### src/rtl/count_mod_n_if.sv
// Control and status bundle for count_mod_n: enable, direction, load strobe and value in; count and pulses out.
interface count_mod_n_if #(
    parameter int unsigned WIDTH = 4
);
    logic             en;
    logic             up;
    logic             load;
    logic [WIDTH-1:0] din;
    logic [WIDTH-1:0] q;
    logic             tick;
    logic             tc;

    modport master (output en, up, load, din, input  q, tick, tc);
    modport slave  (input  en, up, load, din, output q, tick, tc);
endinterface

### src/rtl/count_mod_n.sv
// Modulo-N up/down counter advanced by a clock-enable prescaler, with clamped parallel load
// and registered tick / terminal-count pulses. Single clock domain, no derived clocks.
module count_mod_n #(
    parameter int unsigned WIDTH     = 4,
    parameter int unsigned MODULUS   = 12,
    parameter int unsigned DIV_WIDTH = 27,
    parameter int unsigned DIV_TERM  = 99_999_999
) (
    input  logic          clk,
    input  logic          reset,
    count_mod_n_if.slave  bus
);

    localparam int unsigned EXT_WIDTH = WIDTH + 1;
    localparam logic [WIDTH-1:0]     Q_MAX    = WIDTH'(MODULUS - 1);
    localparam logic [EXT_WIDTH-1:0] MOD_EXT  = EXT_WIDTH'(MODULUS);
    localparam logic [DIV_WIDTH-1:0] PRE_TERM = DIV_WIDTH'(DIV_TERM);

    logic [WIDTH-1:0]     r_q;
    logic [DIV_WIDTH-1:0] r_pre;
    logic                 r_tick;
    logic                 r_tc;

    logic [WIDTH-1:0]     w_q_next;
    logic [DIV_WIDTH-1:0] w_pre_next;
    logic                 w_tick_next;
    logic                 w_tc_next;
    logic [WIDTH-1:0]     w_din_clamped;

    // Extended compare so MODULUS == 2**WIDTH never clamps a legal value.
    assign w_din_clamped = ({1'b0, bus.din} >= MOD_EXT) ? Q_MAX : bus.din;

    // Next state: load beats enable, enable beats hold; pulses default low.
    always_comb begin
        w_q_next    = r_q;
        w_pre_next  = r_pre;
        w_tick_next = 1'b0;
        w_tc_next   = 1'b0;
        if (bus.load) begin
            w_q_next   = w_din_clamped;
            w_pre_next = '0;
        end else if (bus.en) begin
            if (r_pre == PRE_TERM) begin
                w_pre_next  = '0;
                w_tick_next = 1'b1;
                if (bus.up) begin
                    if (r_q == Q_MAX) begin
                        w_q_next  = '0;
                        w_tc_next = 1'b1;
                    end else begin
                        w_q_next = r_q + WIDTH'(1);
                    end
                end else begin
                    if (r_q == '0) begin
                        w_q_next  = Q_MAX;
                        w_tc_next = 1'b1;
                    end else begin
                        w_q_next = r_q - WIDTH'(1);
                    end
                end
            end else begin
                w_pre_next = r_pre + DIV_WIDTH'(1);
            end
        end
    end

    always_ff @(posedge clk or negedge reset) begin
        if (!reset) begin
            r_q    <= '0;
            r_pre  <= '0;
            r_tick <= 1'b0;
            r_tc   <= 1'b0;
        end else begin
            r_q    <= w_q_next;
            r_pre  <= w_pre_next;
            r_tick <= w_tick_next;
            r_tc   <= w_tc_next;
        end
    end

    assign bus.q    = r_q;
    assign bus.tick = r_tick;
    assign bus.tc   = r_tc;

endmodule

### src/flat_wrapper.sv
// flat-port wrapper written by rule: the top's interface ports become plain ports
module count_mod_n_flat 
#(
    parameter int unsigned WIDTH     = 4,
    parameter int unsigned MODULUS   = 12,
    parameter int unsigned DIV_WIDTH = 27,
    parameter int unsigned DIV_TERM  = 99_999_999
)
  (clk, reset, bus_en, bus_up, bus_load, bus_din, bus_q, bus_tick, bus_tc);
  count_mod_n_if #(.WIDTH(WIDTH)) bus_i ();
  input  logic clk;
  input  logic reset;
  input wire logic [$bits(bus_i.en)-1:0] bus_en;
  input wire logic [$bits(bus_i.up)-1:0] bus_up;
  input wire logic [$bits(bus_i.load)-1:0] bus_load;
  input wire logic [$bits(bus_i.din)-1:0] bus_din;
  output wire logic [$bits(bus_i.q)-1:0] bus_q;
  output wire logic [$bits(bus_i.tick)-1:0] bus_tick;
  output wire logic [$bits(bus_i.tc)-1:0] bus_tc;
  assign bus_i.en = bus_en;
  assign bus_i.up = bus_up;
  assign bus_i.load = bus_load;
  assign bus_i.din = bus_din;
  assign bus_q = bus_i.q;
  assign bus_tick = bus_i.tick;
  assign bus_tc = bus_i.tc;
  count_mod_n #(.WIDTH(WIDTH), .MODULUS(MODULUS), .DIV_WIDTH(DIV_WIDTH), .DIV_TERM(DIV_TERM)) u_core (.clk(clk), .reset(reset), .bus(bus_i));
endmodule
### config.mk
export PLATFORM = sky130hd
export DESIGN_NAME = count_mod_n_flat
export DESIGN_NICKNAME = d
export VERILOG_FILES = /design/src/rtl/count_mod_n_if.sv /design/src/rtl/count_mod_n.sv /design/src/flat_wrapper.sv
export SDC_FILE = /design/constraint.sdc
export NUM_CORES = 1
export LEC_CHECK = 0
export ABC_AREA = 1
export CORE_ASPECT_RATIO = 0.75
export CORE_MARGIN = 1
export CORE_UTILIZATION = 31
export DETAILED_ROUTE_END_ITERATION = 16
export SKIP_LAST_GASP = 1
export SLEW_MARGIN = 20
export SYNTH_ARGS = -nofsm -noshare
export SYNTH_HDL_FRONTEND = slang
export SYNTH_SLANG_ARGS = --single-unit
### constraint.sdc
create_clock -name clk -period 1.81 [get_ports clk]
set_clock_uncertainty 0.15 [all_clocks]
set_input_delay 0.362 -clock clk [delete_from_list [all_inputs] [get_ports clk]]
set_output_delay 0.362 -clock clk [all_outputs]
set_load 0.1 [all_outputs]
==> results.py <==
metrics = {
    "sta": {
        "report.final.slew_viol_count": 0,
        "whs_ns": 0.275,
        "maxSlewHeadroom_pct": 81.1,
        "finalSetupViolCount": 0,
        "timing.final.ws_setup_ns": 0.0439,
        "rsz0062_at_grt": "true",
        "fmax_mhz": 566,
        "timing.final.crit_share_pct": 97.6,
        "worst_pin_slew_ns": 0.282,
        "min_period_ns": 1.77,
        "tns_ns": 0,
        "hold_violations": 0,
    },
    "place": {
        "gp_congestion": 0.944,
        "place_ws_ns": -0.331,
        "hpwlAfterDp_um": 4330,
        "io_buffers": 14,
    },
    "power_and_ir_drop": {
        "comb_power_share_pct": 25.2,
        "p_sw_share_pct": 32.6,
        "p_int_w": 0.00126,
        "total_power_w": 0.00187,
        "p_leak_nw": 1.38,
        "p_per_area_mw_per_mm2": 639,
        "peakVddDrop_v": 0.000329,
        "seq_power_share_pct": 43.5,
        "p_sw_w": 0.000611,
        "clock_power_share_pct": 31.3,
    },
    "synth": {
        "synth_warnings": 0,
        "synth_common_cells": "nand2_1, nor2_1, inv_1, dfrtp_1, nand3_1",
        "netlist_instances": 326,
        "synth.most_common_cell": "nand2_1",
        "synth_area_sq_mm": 0.00220,
        "yosysSeqAreaShare_pct": 37.5,
        "yosys.area.top_type": "dfrtp_1",
        "ys_top_cells_by_area": "dfrtp_1, nand2_1, nor2_1, nand3_1, inv_1",
        "ys.flop_type": "dfrtp_1",
        "avgSynthCellArea_sq_um": 6.76,
        "synth_seq_cells": 33,
        "synth_fp_nets": 338,
        "synth-edff-count": 0,
        "ys_async_sr_fraction_pct": 100,
        "synth_cell_type_count": 26,
        "post-synth-top-area-fraction_pct": 37.5,
    },
    "critical_path": {
        "critical_path_peak_fanout": 7,
        "worstSetupEndpointType": "flop",
        "arrival_ns": 1.80,
        "r2r_start": "u_core.r_pre[1]",
        "reg2reg_depth": 10,
        "cp-start-kind": "flop",
        "worstSetupPathType": "flop to flop",
        "crit_path_start": "u_core.r_pre[1]",
        "required_ns": 1.84,
    },
    "die": {
        "die_w_um": 99.4,
        "die_height_um": 75.0,
        "io_pins": 15,
        "dieArea_sq_mm": 0.00745,
        "initial_utilization_pct": 32.3,
        "placementRows": 26,
        "fp.coreArea_sq_mm": 0.00683,
    },
    "global_routing": {
        "track_usage_pct": 17.3,
        "grt-ovfl-total": 0,
        "grt_start_max_net_pins": 34,
        "grt_pass1_vias": 2062,
        "grt_pass1_wl_um": 9900,
        "grt_antenna_before_repair": 0,
    },
    "detailed_routing": {
        "highest-signal-layer": "met4",
        "num_vias": 2199,
        "drt_iter0_markers": 127,
        "via_per_inst": 4.79,
        "wirelength_um": 5790,
        "firstDrtPassIters": 5,
        "ant_nets": 0,
        "met1Wirelength_um": 3120,
        "wl_per_cell_um": 12.6,
        "route.detailed.drc": 0,
        "wl_met2_um": 2280,
        "met3WireLength_um": 319,
    },
    "run_status": {
        "status": "finished clean",
    },
    "cts": {
        "clk_latency_ns": 0.29,
        "cts_sinks": 33,
        "cts_tree": "yes",
        "cts_hold_buf": 0,
        "root_buffer": "clkbuf_8",
        "clk_pin_slew_ns": 0.07,
        "numCtsBuffers": 5,
        "cts_buffer_depth": 2,
        "ctsHtreeMaxLevel": 2,
    },
    "layout": {
        "syn_to_final_growth_pct": 33.0,
        "diodes": 0,
        "nets": 386,
        "fill_cells": 701,
        "fin_util_pct": 42.9,
        "drive_above_1_share_pct": 21.6,
    },
    "run": {
        "max_cap_violations": 0,
    },
    "worst_hold_path": {
        "hp-class": "primary input to asynchronous set/reset pin",
    },
}
## kinds of logic after synthesis
family / count (synthesis) / synth area share [%]
and+or+nand+nor: 219 / 43.9
buffers and inverters: 47 / 8.80
DFF: 33 / 37.5
AOI/OAI and AO/OA: 13 / 3.75
xor gates and xnor gates: 11 / 4.37
adders and majority gates: 3 / 1.70
## power groups by stage
stage               logic (W)  clock network, W  registers (W)
floorplan            0.000156                 0       0.000937
global placement     0.000464                 0       0.000827
global route         0.000517          0.000632       0.000819
CTS                  0.000474          0.000609       0.000813
detailed placement   0.000468                 0       0.000827
finish               0.000473          0.000586       0.000814
## what timing repair did
action                                  4_1_cts  5_1_grt
setup buffers                                 2        1
endpoints found under the setup margin       18       29
resized for setup                             4       26
pin swaps                                     2       10
## registers in the layout, indices dropped and copies added (netlist names)
signal           count
u_core.bus.tick      1
u_core.r_pre        27
u_core.bus.q         4
u_core.bus.tc        1
## per-stage QoR
stage,area (sq um),cells
after floorplan,2210,326
after global placement,2750,449
after detailed placement,2750,449
after CTS,2870,459
after global routing,2930,459
final,2930,459
## critical path, stage by stage, from the launching register on
cell and delay [ns]:
dfrtp_1 0.36, ha_2 0.22, nand2_2 0.09, nor2_4 0.13, nand2_2 0.06, nor2_2 0.09, nand2_2 0.09, o21ai_4 0.15
buf_6 0.14, buf_12 0.13, nor2_1 0.05
## cell usage in the layout (no fill, tap or decap), types with 8 or more instances in the layout
master / instances
nor3_1: 8
clkdlybuf4s50_1: 8
nand2_1: 92
xor2_1: 8
nor2_4: 9
inv_1: 40
nand3_1: 33
buf_4: 27
nor2_1: 42
buf_12: 8
dfrtp_1: 28
nor2_2: 11
nand4_1: 13
## cell type report
cell class	instances	area, sq um	area share, %
Multi-Input combinational cell	246	1260	43.1
Timing Repair Buffer	46	477	16.3
Inverter	42	158	5.38
Tap cell	84	105	3.59
Sequential cell	33	837	28.6
Clock buffer	8	90.1	3.07
## per-layer routing
| layer | vias up | GRT usage (%) |
|---|---|---|
| li1 | 1123 | - |
| met1 | 1004 | 25.9 |
| met2 | 63 | 24.9 |
| met3 | 9 | 3.44 |
| met4 | 0 | 5.23 |
| met5 | - | 0 |
## final timing paths
kind	end	slack (ns)
max	u_core.r_pre[26]	0.04
min	u_core.r_pre[17]	0.27
max reg2reg	u_core.r_pre[26]	0.04
min reg2reg	u_core.r_pre[23]	0.42
max in group asynchronous	u_core.bus.q[1]	1.02
min in group clk	u_core.r_pre[23]	0.42
Power figures use the tool's default switching activity.
